`config.mk`:
```
export PLATFORM = sky130hd
export DESIGN_NAME = sd_spi_cmd_engine
export DESIGN_NICKNAME = d
export VERILOG_FILES = /design/src/rtl/sd_spi_cmd_engine.sv
export SDC_FILE = /design/constraint.sdc
export NUM_CORES = 1
export LEC_CHECK = 0
export CORE_MARGIN = 5
export CORE_UTILIZATION = 57
export CTS_BUF_LIST = sky130_fd_sc_hd__clkbuf_2
export DETAILED_ROUTE_END_ITERATION = 12
export PLACE_DENSITY = 0.82
export SLEW_MARGIN = 20
export SYNTH_ARGS = -nofsm -noshare
export SYNTH_HDL_FRONTEND = slang
export SYNTH_SLANG_ARGS = --single-unit
```
`constraint.sdc`:
```
create_clock -name clk -period 6.1 [get_ports clk]
set_input_delay 0.61 -clock clk [delete_from_list [all_inputs] [get_ports clk]]
set_output_delay 0.61 -clock clk [all_outputs]
set_load 0.01 [all_outputs]
```
`src/rtl/sd_spi_cmd_engine.sv`:
```
// SD-card SPI-mode command engine: power-up dummy clocks, 48-bit command issue and 1..5 byte response capture.
// Define SD_SPI_CRC7_EN to generate the command CRC7 in hardware instead of sending cmd_crc.
`timescale 1ns/1ps
module sd_spi_cmd_engine #(
    parameter int unsigned CLK_DIV_SLOW = 250,
    parameter int unsigned CLK_DIV_FAST = 4,
    parameter int unsigned NCR_MAX      = 8,
    parameter int unsigned INIT_CLOCKS  = 80
) (
    input  logic        clk,
    input  logic        rst_n,
    input  logic        init_req,
    input  logic        cmd_valid,
    output logic        cmd_ready,
    input  logic [5:0]  cmd_index,
    input  logic [31:0] cmd_arg,
    input  logic [6:0]  cmd_crc,
    input  logic [2:0]  resp_bytes,
    input  logic        fast_clk,
    output logic        resp_valid,
    output logic [39:0] resp_data,
    output logic        resp_timeout,
    output logic        busy,
    output logic        sd_cclk,
    output logic        sd_mosi_cmd,
    input  logic        sd_miso_data,
    output logic        sd_cs
);
    localparam int unsigned CNT_W   = 16;
    localparam int unsigned FRAME_W = 56;
    localparam int unsigned RESP_W  = 40;

    localparam logic [CNT_W-1:0] HALF_SLOW = CNT_W'(CLK_DIV_SLOW / 2);
    localparam logic [CNT_W-1:0] HALF_FAST = CNT_W'(CLK_DIV_FAST / 2);
    localparam logic [CNT_W-1:0] ONE       = CNT_W'(1);
    localparam logic [CNT_W-1:0] INIT_LAST = CNT_W'(INIT_CLOCKS - 1);
    localparam logic [CNT_W-1:0] SEND_LAST = CNT_W'(FRAME_W - 1);
    localparam logic [CNT_W-1:0] WAIT_MAX  = CNT_W'(NCR_MAX * 8);
    localparam logic [CNT_W-1:0] TAIL_LAST = CNT_W'(7);

    typedef enum logic [2:0] {
        S_IDLE,
        S_INIT,
        S_SEND,
        S_WAIT,
        S_RECV,
        S_TAIL
    } state_t;

    state_t              r_state, w_state_nx;
    logic [CNT_W-1:0]    r_div_cnt, w_div_cnt_nx;
    logic [CNT_W-1:0]    r_half, w_half_nx;
    logic                r_sclk, w_sclk_nx;
    logic [CNT_W-1:0]    r_cnt, w_cnt_nx;
    logic [CNT_W-1:0]    r_nbits, w_nbits_nx;
    logic [FRAME_W-1:0]  r_tx, w_tx_nx;
    logic                r_mosi, w_mosi_nx;
    logic                r_cs, w_cs_nx;
    logic [RESP_W-1:0]   r_shift, w_shift_nx;
    logic                r_to, w_to_nx;
    logic                r_resp_valid, w_resp_valid_nx;
    logic [RESP_W-1:0]   r_resp_data, w_resp_data_nx;
    logic                r_resp_timeout, w_resp_timeout_nx;
    logic                r_busy, w_busy_nx;
    logic                r_ready, w_ready_nx;

    logic                w_tick, w_rise, w_fall;
    logic [2:0]          w_nbytes;
    logic [6:0]          w_crc_field;
    logic [FRAME_W-1:0]  w_frame;
    logic [CNT_W-1:0]    w_half_sel;

    // Divider: sd_cclk toggles every r_half clk cycles while not idle
    assign w_tick = (r_state != S_IDLE) && (r_div_cnt == (r_half - ONE));
    assign w_rise = w_tick && !r_sclk;
    assign w_fall = w_tick && r_sclk;

    assign w_nbytes   = (resp_bytes == 3'd0) ? 3'd1 : ((resp_bytes > 3'd5) ? 3'd5 : resp_bytes);
    assign w_half_sel = fast_clk ? HALF_FAST : HALF_SLOW;

`ifdef SD_SPI_CRC7_EN
    localparam logic [CNT_W-1:0] CRC_FIRST = CNT_W'(8);
    localparam logic [CNT_W-1:0] CRC_LAST  = CNT_W'(47);
    localparam logic [CNT_W-1:0] CRC_OUT_E = CNT_W'(53);
    logic [6:0] r_crc, w_crc_nx, w_crc_upd;
    // Serial CRC7 (x^7+x^3+1) of the bit currently on MOSI
    assign w_crc_upd   = {r_crc[5:0], 1'b0} ^ (((r_mosi ^ r_crc[6]) != 1'b0) ? 7'h09 : 7'h00);
    assign w_crc_field = 7'h00;
`else
    assign w_crc_field = cmd_crc;
`endif

    assign w_frame = {8'hFF, 2'b01, cmd_index, cmd_arg, w_crc_field, 1'b1};

    always_comb begin
        w_state_nx        = r_state;
        w_div_cnt_nx      = r_div_cnt;
        w_half_nx         = r_half;
        w_sclk_nx         = r_sclk;
        w_cnt_nx          = r_cnt;
        w_nbits_nx        = r_nbits;
        w_tx_nx           = r_tx;
        w_mosi_nx         = r_mosi;
        w_cs_nx           = r_cs;
        w_shift_nx        = r_shift;
        w_to_nx           = r_to;
        w_resp_valid_nx   = 1'b0;
        w_resp_data_nx    = r_resp_data;
        w_resp_timeout_nx = r_resp_timeout;
        w_busy_nx         = r_busy;
        w_ready_nx        = r_ready;
`ifdef SD_SPI_CRC7_EN
        w_crc_nx          = r_crc;
`endif

        if (r_state != S_IDLE) begin
            w_div_cnt_nx = w_tick ? '0 : (r_div_cnt + ONE);
            if (w_tick) begin
                w_sclk_nx = ~r_sclk;
            end
        end

        unique case (r_state)
            S_IDLE: begin
                if (init_req) begin
                    w_state_nx   = S_INIT;
                    w_half_nx    = w_half_sel;
                    w_div_cnt_nx = '0;
                    w_cnt_nx     = '0;
                    w_busy_nx    = 1'b1;
                    w_ready_nx   = 1'b0;
                end else if (cmd_valid) begin
                    w_state_nx   = S_SEND;
                    w_half_nx    = w_half_sel;
                    w_div_cnt_nx = '0;
                    w_cnt_nx     = '0;
                    w_nbits_nx   = CNT_W'({w_nbytes, 3'b000});
                    w_tx_nx      = {w_frame[FRAME_W-2:0], 1'b1};
                    w_mosi_nx    = w_frame[FRAME_W-1];
                    w_cs_nx      = 1'b0;
                    w_shift_nx   = '0;
                    w_to_nx      = 1'b0;
                    w_busy_nx    = 1'b1;
                    w_ready_nx   = 1'b0;
`ifdef SD_SPI_CRC7_EN
                    w_crc_nx     = 7'h00;
`endif
                end
            end
            S_INIT: begin
                if (w_fall) begin
                    w_cnt_nx = r_cnt + ONE;
                    if (r_cnt == INIT_LAST) begin
                        w_state_nx = S_IDLE;
                        w_busy_nx  = 1'b0;
                        w_ready_nx = 1'b1;
                    end
                end
            end
            S_SEND: begin
                // r_cnt is the index of the frame bit currently on MOSI
                if (w_fall) begin
                    w_cnt_nx = r_cnt + ONE;
                    w_tx_nx  = {r_tx[FRAME_W-2:0], 1'b1};
`ifdef SD_SPI_CRC7_EN
                    if (r_cnt >= CRC_FIRST && r_cnt <= CRC_LAST) begin
                        w_crc_nx = w_crc_upd;
                    end
                    if (r_cnt == CRC_LAST) begin
                        w_mosi_nx = w_crc_upd[6];
                        w_crc_nx  = {w_crc_upd[5:0], 1'b0};
                    end else if (r_cnt > CRC_LAST && r_cnt <= CRC_OUT_E) begin
                        w_mosi_nx = r_crc[6];
                        w_crc_nx  = {r_crc[5:0], 1'b0};
                    end else begin
                        w_mosi_nx = r_tx[FRAME_W-1];
                    end
`else
                    w_mosi_nx = r_tx[FRAME_W-1];
`endif
                    if (r_cnt == SEND_LAST) begin
                        w_state_nx = S_WAIT;
                        w_cnt_nx   = '0;
                        w_mosi_nx  = 1'b1;
                    end
                end
            end
            S_WAIT: begin
                if (w_rise) begin
                    if (!sd_miso_data) begin
                        w_state_nx = S_RECV;
                        w_shift_nx = {r_shift[RESP_W-2:0], 1'b0};
                        w_cnt_nx   = ONE;
                    end else begin
                        w_cnt_nx = r_cnt + ONE;
                    end
                end else if (w_fall && r_cnt == WAIT_MAX) begin
                    w_state_nx = S_TAIL;
                    w_cnt_nx   = '0;
                    w_to_nx    = 1'b1;
                end
            end
            S_RECV: begin
                if (w_rise) begin
                    w_shift_nx = {r_shift[RESP_W-2:0], sd_miso_data};
                    w_cnt_nx   = r_cnt + ONE;
                end else if (w_fall && r_cnt == r_nbits) begin
                    w_state_nx = S_TAIL;
                    w_cnt_nx   = '0;
                end
            end
            S_TAIL: begin
                if (w_fall) begin
                    w_cnt_nx = r_cnt + ONE;
                    if (r_cnt == TAIL_LAST) begin
                        w_state_nx        = S_IDLE;
                        w_cs_nx           = 1'b1;
                        w_resp_valid_nx   = 1'b1;
                        w_resp_data_nx    = r_shift;
                        w_resp_timeout_nx = r_to;
                        w_busy_nx         = 1'b0;
                        w_ready_nx        = 1'b1;
                    end
                end
            end
            default: begin
                w_state_nx = S_IDLE;
            end
        endcase
    end

    always_ff @(posedge clk or negedge rst_n) begin
        if (!rst_n) begin
            r_state        <= S_IDLE;
            r_div_cnt      <= '0;
            r_half         <= HALF_SLOW;
            r_sclk         <= 1'b0;
            r_cnt          <= '0;
            r_nbits        <= CNT_W'(8);
            r_tx           <= '1;
            r_mosi         <= 1'b1;
            r_cs           <= 1'b1;
            r_shift        <= '0;
            r_to           <= 1'b0;
            r_resp_valid   <= 1'b0;
            r_resp_data    <= '0;
            r_resp_timeout <= 1'b0;
            r_busy         <= 1'b0;
            r_ready        <= 1'b1;
`ifdef SD_SPI_CRC7_EN
            r_crc          <= 7'h00;
`endif
        end else begin
            r_state        <= w_state_nx;
            r_div_cnt      <= w_div_cnt_nx;
            r_half         <= w_half_nx;
            r_sclk         <= w_sclk_nx;
            r_cnt          <= w_cnt_nx;
            r_nbits        <= w_nbits_nx;
            r_tx           <= w_tx_nx;
            r_mosi         <= w_mosi_nx;
            r_cs           <= w_cs_nx;
            r_shift        <= w_shift_nx;
            r_to           <= w_to_nx;
            r_resp_valid   <= w_resp_valid_nx;
            r_resp_data    <= w_resp_data_nx;
            r_resp_timeout <= w_resp_timeout_nx;
            r_busy         <= w_busy_nx;
            r_ready        <= w_ready_nx;
`ifdef SD_SPI_CRC7_EN
            r_crc          <= w_crc_nx;
`endif
        end
    end

    assign cmd_ready    = r_ready;
    assign resp_valid   = r_resp_valid;
    assign resp_data    = r_resp_data;
    assign resp_timeout = r_resp_timeout;
    assign busy         = r_busy;
    assign sd_cclk      = r_sclk;
    assign sd_mosi_cmd  = r_mosi;
    assign sd_cs        = r_cs;

endmodule

```
## Word level (Yosys, flattened, before mapping)

Cells that the tools add are included.

| operators by class | value |
|---|---|
| $add $sub $neg | 3 |
| multipliers | 0 |
| divide/modulo/power cells | 0 |
| $lt $le $gt $ge | 1 |
| equal/unequal tests | 31 |
| shift-type cells | 0 |
| mux-type cells | 71 |
| bitwise gates (word level) | 2 |
| reductions and logical operators | 28 |

Operators by type and width:

| cell | count |
|---|---|
| two-way mux 16 bit | 17 |
| two-way mux 40 bit | 5 |
| two-way mux 56 bit | 3 |
| one-hot mux 40 bit (3 select lines) | 1 |
| one-hot mux 56 bit (2 select lines) | 1 |
| one-hot mux 16 bit (5 select lines) | 1 |
| two-way mux 3 bit | 15 |
| adder 16 x 1 -> 16 bit, second input constant | 2 |
| equality test 16 x 7 -> 1 bit, second input constant | 2 |
| != test 2 bit, second input constant | 15 |
| two-way mux 1 bit | 21 |
| one-hot mux 3 bit (6 select lines) | 1 |
| AND reduction 6 bit | 3 |
| equality test 16 bit | 1 |
| equality test 16 x 3 -> 1 bit, second input constant | 1 |
| equality test 16 x 6 -> 1 bit | 1 |
| equality test 16 x 6 -> 1 bit, second input constant | 1 |
| subtractor 16 x 1 -> 16 bit, second input constant | 1 |
| != test 3 bit, second input constant | 4 |
| AND reduction 11 bit | 1 |
| AND reduction 5 bit | 2 |
| nonzero test 3 bit | 3 |
| nonzero test 2 bit | 4 |
| two-way mux 7 bit | 1 |
| other kinds (16) | 29 |

| word-level totals | value |
|---|---|
| bits in registers | 198 |
| latch bits | 0 |
| RAM bits | 0 |
| memory bits (read-only) | 0 |
| bits of input ports | 54 |
| output and inout bits | 47 |
| logic and storage cells | 152 |
| memories | 0 |

## Longest topological paths before layout

Gate-level depths: netlist of run 1.

| logic depth | value |
|---|---|
| depth after elaboration | 8 |
| depth in mapped cells | 11 |

## Worst setup path before layout of run 1

OpenSTA, ideal clock, no wires.

| timing | value |
|---|---|
| path type | reg2reg |
| start | register r_half[5] |
| end | register r_resp_data[11], in the netlist resp_data[11] |
| library setup time | 125 ps |
| data arrival time | 2643 ps |
| data required time | 5975 ps |
| slack | 3332 ps |
| cell stages (with the launch flop) | 12 |
| clock period less this slack | 2768 ps |
| path through | dfstp_2 -> inv_1 -> ha_1 -> nor4_1 -> nand3_1 -> a211oi_2 -> nand2_1 -> nor4_2 -> and4_1 -> buf_4 -> buf_6 -> mux2_2 |

| between the ends | value |
|---|---|
| cells in the longest elaborated chain, start to end | 5 |

RTL lines:

| item | line | RTL |
|---|---|---|
| from (decl) | 52 | `logic [CNT_W-1:0] r_half, w_half_nx;` |
| from (signal assigned) | 256 | `r_half <= w_half_nx;` |
| subtractor 16 x 1 -> 16 bit | 74 | `assign w_tick = (r_state != S_IDLE) && (r_div_cnt == (r_half - ONE));` |
| equality test 16 bit | 74 |  |
| logical AND 1 bit | 74 |  |
| logical AND 1 bit | 76 | `assign w_fall = w_tick && r_sclk;` |
| AND reduction 3 bit (no source line) | -- |  |
| to (signal assigned) | 266 | `r_resp_data <= w_resp_data_nx;` |
| to (decl) | 62 | `logic [RESP_W-1:0] r_resp_data, w_resp_data_nx;` |

No other way between the ends.
A chain may end at the register's enable or synchronous reset.

## Worst setup path after layout of run 1

| timing | value |
|---|---|
| start | register r_half[5] |
| end | register r_resp_data[1], in the netlist resp_data[1] |

Same word-level chain as after synthesis.

==> results of run 1 <==
[layer usage]
layer	global-route usage	wire (um)	vias up
met1	0.2853	8013	2990
li1	-	-	3025
met3	0.05840	1151	26
met2	0.2951	7596	178
met4	0.05829	257	0
met5	0	0	-
[cells in the final DEF, fill, tap and decap left out, drive strengths merged, types with 14 or more instances in the layout]
cell / netlist / routed
dfstp: 59 / 59
a31oi: 46 / 46
mux2: 61 / 61
nand3: 16 / 16
o21ai: 26 / 26
clkbuf: 38 / 22
nand2: 150 / 150
xor2: 14 / 14
nor2: 96 / 96
mux2i: 20 / 20
a21oi: 26 / 26
clkdlybuf4s50: 0 / 99
inv: 32 / 32
dfrtp: 123 / 123
[report_power, final]
group	internal [mW]	total [mW]	switching, mW
clock	0.192	0.578	0.386
sequential	1.65	1.90	0.255
combinational	0.401	0.968	0.567
[worst max-delay path by stage]
stage	startpoint	end	slack (ns)	cells after the start
2_1_floorplan	r_half[5]$_DFFE_PN1P_	resp_data[11]$_DFFE_PN0P_	3.33	11
3_3_place_gp	r_half[5]$_DFFE_PN1P_	resp_data[5]$_DFFE_PN0P_	2.06	9
3_5_place_dp	r_half[5]$_DFFE_PN1P_	resp_data[1]$_DFFE_PN0P_	1.96	9
4_1_cts	r_half[5]$_DFFE_PN1P_	resp_data[1]$_DFFE_PN0P_	1.94	9
5_1_grt	r_half[5]$_DFFE_PN1P_	resp_data[25]$_DFFE_PN0P_	1.48	9
6_report	r_half[5]$_DFFE_PN1P_	resp_data[1]$_DFFE_PN0P_	1.87	9
[cell families (layout without fill, tap and decap cells)]
group | Yosys count | count (layout) | synth area share
AND/OR/NAND/NOR | 321 | 321 | 0.1653
XOR/XNOR | 21 | 21 | 0.02170
buffers and inverters | 83 | 171 | 0.04237
AO/OA/AOI/OAI | 144 | 144 | 0.1110
adder cells (fa/ha/maj) | 6 | 6 | 0.008857
multiplexers | 81 | 81 | 0.1047
flip-flops | 182 | 182 | 0.5461
[critical path: cells and delay by family, from the launching register on]
kind	cells	cell delay (ns)
simple gates	5	2.17
compound gates	1	0.65
flops	1	0.60
mux	1	0.43
fa+ha+maj	1	0.22
buf+inv	1	0.07
[registers in the layout, indices dropped and copies added, names as in the netlist]
signal,cells
sd_cs,1
sd_cclk,1
resp_data,40
r_state,3
busy,1
r_tx,54
r_shift,40
r_div_cnt,16
r_cnt,16
resp_timeout,1
r_half,2
r_nbits,3
r_to,1
resp_valid,1
cmd_ready,1
sd_mosi_cmd,1
[metrics by stage]
stage | hold slack [ns] | area [um2]
after floorplan | 0.3144 | 8476
after global placement | 0.4629 | 9537
after detailed placement | 0.4709 | 9537
after CTS | 0.2739 | 9764
after global routing | 0.2411 | 9767
final | 0.3665 | 9767
[cells in the mapped netlist, types with 7 or more instances]
cell type,number
nand2_1,150
dfrtp_1,123
nor2_1,96
dfstp_2,59
a31oi_1,46
mux2_2,39
clkbuf_1,37
inv_1,32
a21oi_1,26
o21ai_0,25
mux2_1,22
mux2i_1,20
nand3_1,16
xor2_1,14
a22o_1,12
nor3_1,12
buf_2,7
xnor2_1,7
[area by class of cell]
| class | count | share of cell area |
|---|---|---|
| repair buffers | 107 | 0.1082 |
| clock buffers | 22 | 0.01127 |
| multi-input cells | 573 | 0.3597 |
| clock inverters | 10 | 0.01102 |
| flip-flops and latches | 182 | 0.4739 |
| inverters | 32 | 0.01230 |
| well taps | 184 | 0.02357 |
==> impl_metrics.py, run 1 <==
metrics = {
    "timing": {
        "finalCritPeriodShare": 0.6929,
        "clock_skew_ns": 0.03385,
        "drv_slew": 0,
        "finalSetupViolations": 0,
        "hold_viol": 0,
        "rsz0062_at_grt": "false",
        "layout_setup_ws_ns": 1.873,
        "relSlewSlack": 0.2897,
        "fmaxAchievable_mhz": 236.6,
        "period_minus_slack_ns": 4.227,
        "tightest_slew_ns": 1.065,
        "fin_setup_tns_ns": 0,
    },
    "route": {
        "totalWireLength_um": 17020,
        "post-route-drc-count": 0,
        "avgViaCountPerCell": 5.603,
        "antenna_left": 0,
        "vias": 6219,
        "first_pass_iters": 5,
        "first_iter_violations": 432,
        "avgRoutedWirePerCell_um": 15.33,
    },
    "pwr": {
        "ir_drop_mv": 0.2400,
        "total_power_mw": 3.449,
        "p_per_area_nw_per_um2": 353.1,
        "p_leak_nw": 4.395,
    },
    "floorplanning": {
        "rows": 44,
        "start_util": 0.5832,
        "dieHeight_um": 131.9,
        "dieArea_um2": 17410,
        "ios": 101,
        "core-area_um2": 14530,
        "fp.dieW_um": 131.9,
    },
    "clock_network": {
        "cts_setup_buffers": 0,
        "cts_hold_buf": 1,
        "cts_tree": "yes",
        "root_buffer": "clkbuf_2",
        "cts.repair.resized": 0,
        "ctsHtreeMaxLevel": 4,
        "clock_latency_ns": 0.73,
        "clock_sinks": 182,
        "clkSlewWorstSetupHoldPaths_ns": 0.25,
        "ctsLongestPathBuffers": 2,
        "cts_buffers": 17,
    },
    "critical_path": {
        "worst_setup_path_start_kind": "register",
        "r2r_cells": 9,
        "cp.required_ns": 6.71,
        "path_cells": "inv_1 -> ha_1 -> nor4_1 -> nand3_1 -> a211oi_2 -> nand2_1 -> nor4_2 -> and4_2 -> mux2_2",
        "cp_slowest_cell": "and4_2",
        "r2r_end": "resp_data[1]$_DFFE_PN0P_",
        "reg2reg_slack_ns": 1.87,
        "regToRegStartpoint": "r_half[5]$_DFFE_PN1P_",
        "critPathArrivalTime_ns": 4.84,
        "critical_path.endpoint_type": "register",
        "crit_fanout": 43,
        "path_class": "reg -> reg",
        "cpPeakStageDelay_ns": 1.02,
    },
    "synth": {
        "synth.top_cell.area_share": 0.3632,
        "synth_edf_count": 0,
        "ys_types": 60,
        "synth_top_cell_by_area": "dfrtp_1",
        "yosysSeqAreaShare": 0.5461,
        "async_flop_share": 1.000,
        "syn_area_um2": 8476,
        "synth_nets": 898,
        "synthCells": 838,
        "ys.warnings.count": 0,
        "ys_top_cells_by_area": "dfrtp_1 (36%), dfstp_2 (18%), nand2_1 (6.6%)",
        "synth_seq_cells": 182,
        "synth_ff_type": "dfrtp_1",
        "synth.avg_cell_area_um2": 10.11,
    },
    "placed_design": {
        "dpl.cell_count": 1077,
        "numPortBuffers": 100,
        "dp_hpwl_um": 11230,
        "pre_cts_ws_ns": 1.956,
        "place_congestion": 0.8567,
    },
    "layout": {
        "finish.utilization": 0.6720,
        "multi_input_comb_area_um2": 3513,
        "finalNonFillerCells": 1110,
        "seqCellArea_um2": 4628,
        "area_growth_pct": 15.23,
        "layout-drive-gt1-share": 0.1587,
        "fin_nets": 973,
        "antennaDiodeCount": 0,
        "fillers": 1170,
    },
    "global_route": {
        "grt_overflow": 0,
        "grt_pass1_vias": 6025,
        "grt_pass1_wl_um": 29120,
        "antenna_found_initial": 0,
        "grt_start_max_net_pins": 110,
        "gr-usage-all-layers": 0.1988,
    },
    "worst_hold_path": {
        "whs_endpoint": "r_tx[14]$_DFFE_PN1P_",
        "min-delay-start": "cmd_arg[5]",
        "min_path_cells": 3,
        "min_path_type": "in -> reg",
    },
    "run": {
        "max_cap_viol_count": 0,
    },
    "status": {
        "outcome": "finished clean",
    },
}
Note: power is estimated with default switching activity, not from simulation.
==> run 2, diff against run 1 <==
CORE_UTILIZATION = 52   (was 57)
PLACE_DENSITY = 0.79   (was 0.82)
clock period = 3.6 ns   (was 6.1 ns; I/O delays follow)
==> impl_metrics.py, run 2 (same netlist as run 1, synthesis figures left out) <==
metrics = {
    "status": {
        "outcome": "finished clean",
    },
    "critical_path": {
        "reg2reg_slack_ns": 0.40,
        "path_class": "reg -> reg",
        "r2r_end": "resp_data[26]$_DFFE_PN0P_",
        "critical_path.endpoint_type": "register",
        "cp_slowest_cell": "dfstp_2",
        "worst_setup_path_start_kind": "register",
        "cpLargestDelayFamily": "simple AND/OR/NAND/NOR gates",
        "crit_fanout": 43,
        "cpPeakStageDelay_ns": 0.61,
        "r2r_cells": 10,
        "cp.required_ns": 4.22,
        "crit_path_end": "resp_data[26]$_DFFE_PN0P_",
        "path_buf_inv": 2,
        "regToRegStartpoint": "r_half[5]$_DFFE_PN1P_",
        "critPathArrivalTime_ns": 3.82,
        "startpoint": "r_half[5]$_DFFE_PN1P_",
        "path_cells": "inv_1 -> ha_1 -> nor4_1 -> nand3_1 -> a211oi_2 -> nand2_1 -> nor4_2 -> and4_2 -> buf_12 -> mux2_2",
        "worst-path-stages": 10,
    },
    "floorplanning": {
        "dieArea_um2": 18950,
        "fp.dieW_um": 137.7,
        "start_util": 0.5316,
        "rows": 46,
        "dieHeight_um": 137.7,
        "ios": 101,
        "core-area_um2": 15940,
    },
    "timing": {
        "rsz0062_at_grt": "false",
        "drv_slew": 0,
        "clock_skew_ns": 0.04333,
        "tightest_slew_ns": 0.7416,
        "finalCritPeriodShare": 0.8897,
        "relSlewSlack": 0.5056,
        "period_minus_slack_ns": 3.203,
        "fin_setup_tns_ns": 0,
        "finalSetupViolations": 0,
        "fmaxAchievable_mhz": 312.2,
        "hold_viol": 0,
    },
    "worst_hold_path": {
        "min_path_type": "in -> reg",
    },
    "global_route": {
        "gr-usage-all-layers": 0.1991,
        "grt_overflow": 0,
        "grt_pass1_vias": 6217,
        "grt_start_max_net_pins": 91,
        "grt_pass1_wl_um": 30270,
        "antenna_found_initial": 0,
    },
    "route": {
        "first_pass_iters": 5,
        "avgRoutedWirePerCell_um": 15.60,
        "avgViaCountPerCell": 5.498,
        "antenna_left": 0,
        "first_iter_violations": 428,
        "vias": 6328,
        "totalWireLength_um": 17950,
        "post-route-drc-count": 0,
    },
    "layout": {
        "fillers": 1347,
        "final_common_cell": "nand2_1",
        "mostFrequentLayoutCells": "nand2_1 (150), dfrtp_1 (123), clkdlybuf4s50_1 (99), nor2_1 (96), dfstp_2 (59)",
        "fin_nets": 983,
        "layout-drive-gt1-share": 0.1647,
        "largest_register": "r_tx",
        "largest_reg_flops": 54,
        "area_growth_pct": 17.57,
        "antennaDiodeCount": 0,
    },
    "clock_network": {
        "cts_tree": "yes",
        "cts_buffers": 17,
        "clock_sinks": 182,
        "root_buffer": "clkbuf_2",
        "cts_setup_buffers": 0,
        "ctsHtreeMaxLevel": 4,
        "clkSlewWorstSetupHoldPaths_ns": 0.24,
        "clock_latency_ns": 0.74,
        "ctsLongestPathBuffers": 2,
    },
    "placed_design": {
        "place_congestion": 0.8497,
        "numPortBuffers": 100,
        "dp_hpwl_um": 12280,
    },
    "run": {
        "max_cap_viol_count": 0,
    },
    "pwr": {
        "p_per_area_nw_per_um2": 606.8,
        "total_power_mw": 6.047,
        "ir_drop_mv": 0.3023,
        "p_leak_nw": 4.483,
    },
}
run 2: how the worst min path moves through the flow:
stage / startpoint / to / slack (ns) / cells past startpoint
floorplan: rst_n / busy$_DFFE_PN0P_ / 0.06 / 0
global placement: rst_n / r_div_cnt[5]$_DFF_PN0_ / 0.44 / 1
detailed placement: rst_n / r_div_cnt[5]$_DFF_PN0_ / 0.44 / 1
CTS: cmd_arg[15] / r_tx[24]$_DFFE_PN1P_ / 0.05 / 3
global route: cmd_arg[15] / r_tx[24]$_DFFE_PN1P_ / 0.04 / 3
finish: cmd_arg[5] / r_tx[14]$_DFFE_PN1P_ / 0.11 / 3
run 2: where the power goes:
group | total [mW] | internal [mW] | switching (mW) | leakage, nW
registers | 3.20 | 2.79 | 0.409 | 2.29
clock network | 1.11 | 0.464 | 0.650 | 0.163
logic | 1.73 | 0.730 | 1.00 | 2.03
total | 6.05 | 3.98 | 2.06 | 4.48
run 2: worst register-to-register path: stages (launching register included):
cell and delay, ns:
dfstp_2 0.61, inv_1 0.08, ha_1 0.21, nor4_1 0.28, nand3_1 0.17, a211oi_2 0.27
nand2_1 0.23, nor4_2 0.32, and4_2 0.30, buf_12 0.24, mux2_2 0.37
run 2: per-stage QoR:
stage | setup slack, ns | std cells | utilization | cell area, um2 | hold WS [ns]
2_1_floorplan | 0.8320 | 838 | - | 8476 | 0.06441
3_3_place_gp | 0.5191 | 1119 | 0.6085 | 9702 | 0.4436
3_5_place_dp | 0.4350 | 1119 | 0.6085 | 9702 | 0.4420
4_1_cts | 0.3788 | 1151 | 0.6250 | 9965 | 0.05015
5_1_grt | 0.1192 | 1151 | 0.6250 | 9965 | 0.04328
6_report | 0.3971 | 1151 | 0.6250 | 9965 | 0.1065
run 2: cell type report:
class                           count  area (um2)  share of cell area
Clock inverter                      8       137.6             0.01381
Timing Repair Buffer              117        1182              0.1187
Inverter                           32       120.1             0.01205
Tap cell                          216       270.3             0.02712
Multi-Input combinational cell    573        3511              0.3523
Clock buffer                       23       115.1             0.01155
Sequential cell                   182        4628              0.4645
run 2: layer usage:
layer	vias up	global-route usage	part of all wire
li1	3032	-	-
met1	3130	0.2830	0.47
met5	-	0	0
met3	14	0.05588	0.061
met4	0	0.04213	0.0065
met2	152	0.3067	0.47
run 2: what timing repair did:
item	CTS	global route
hold buffers	1	0
hold endpoints to repair	79	0
gates resized for setup	0	0
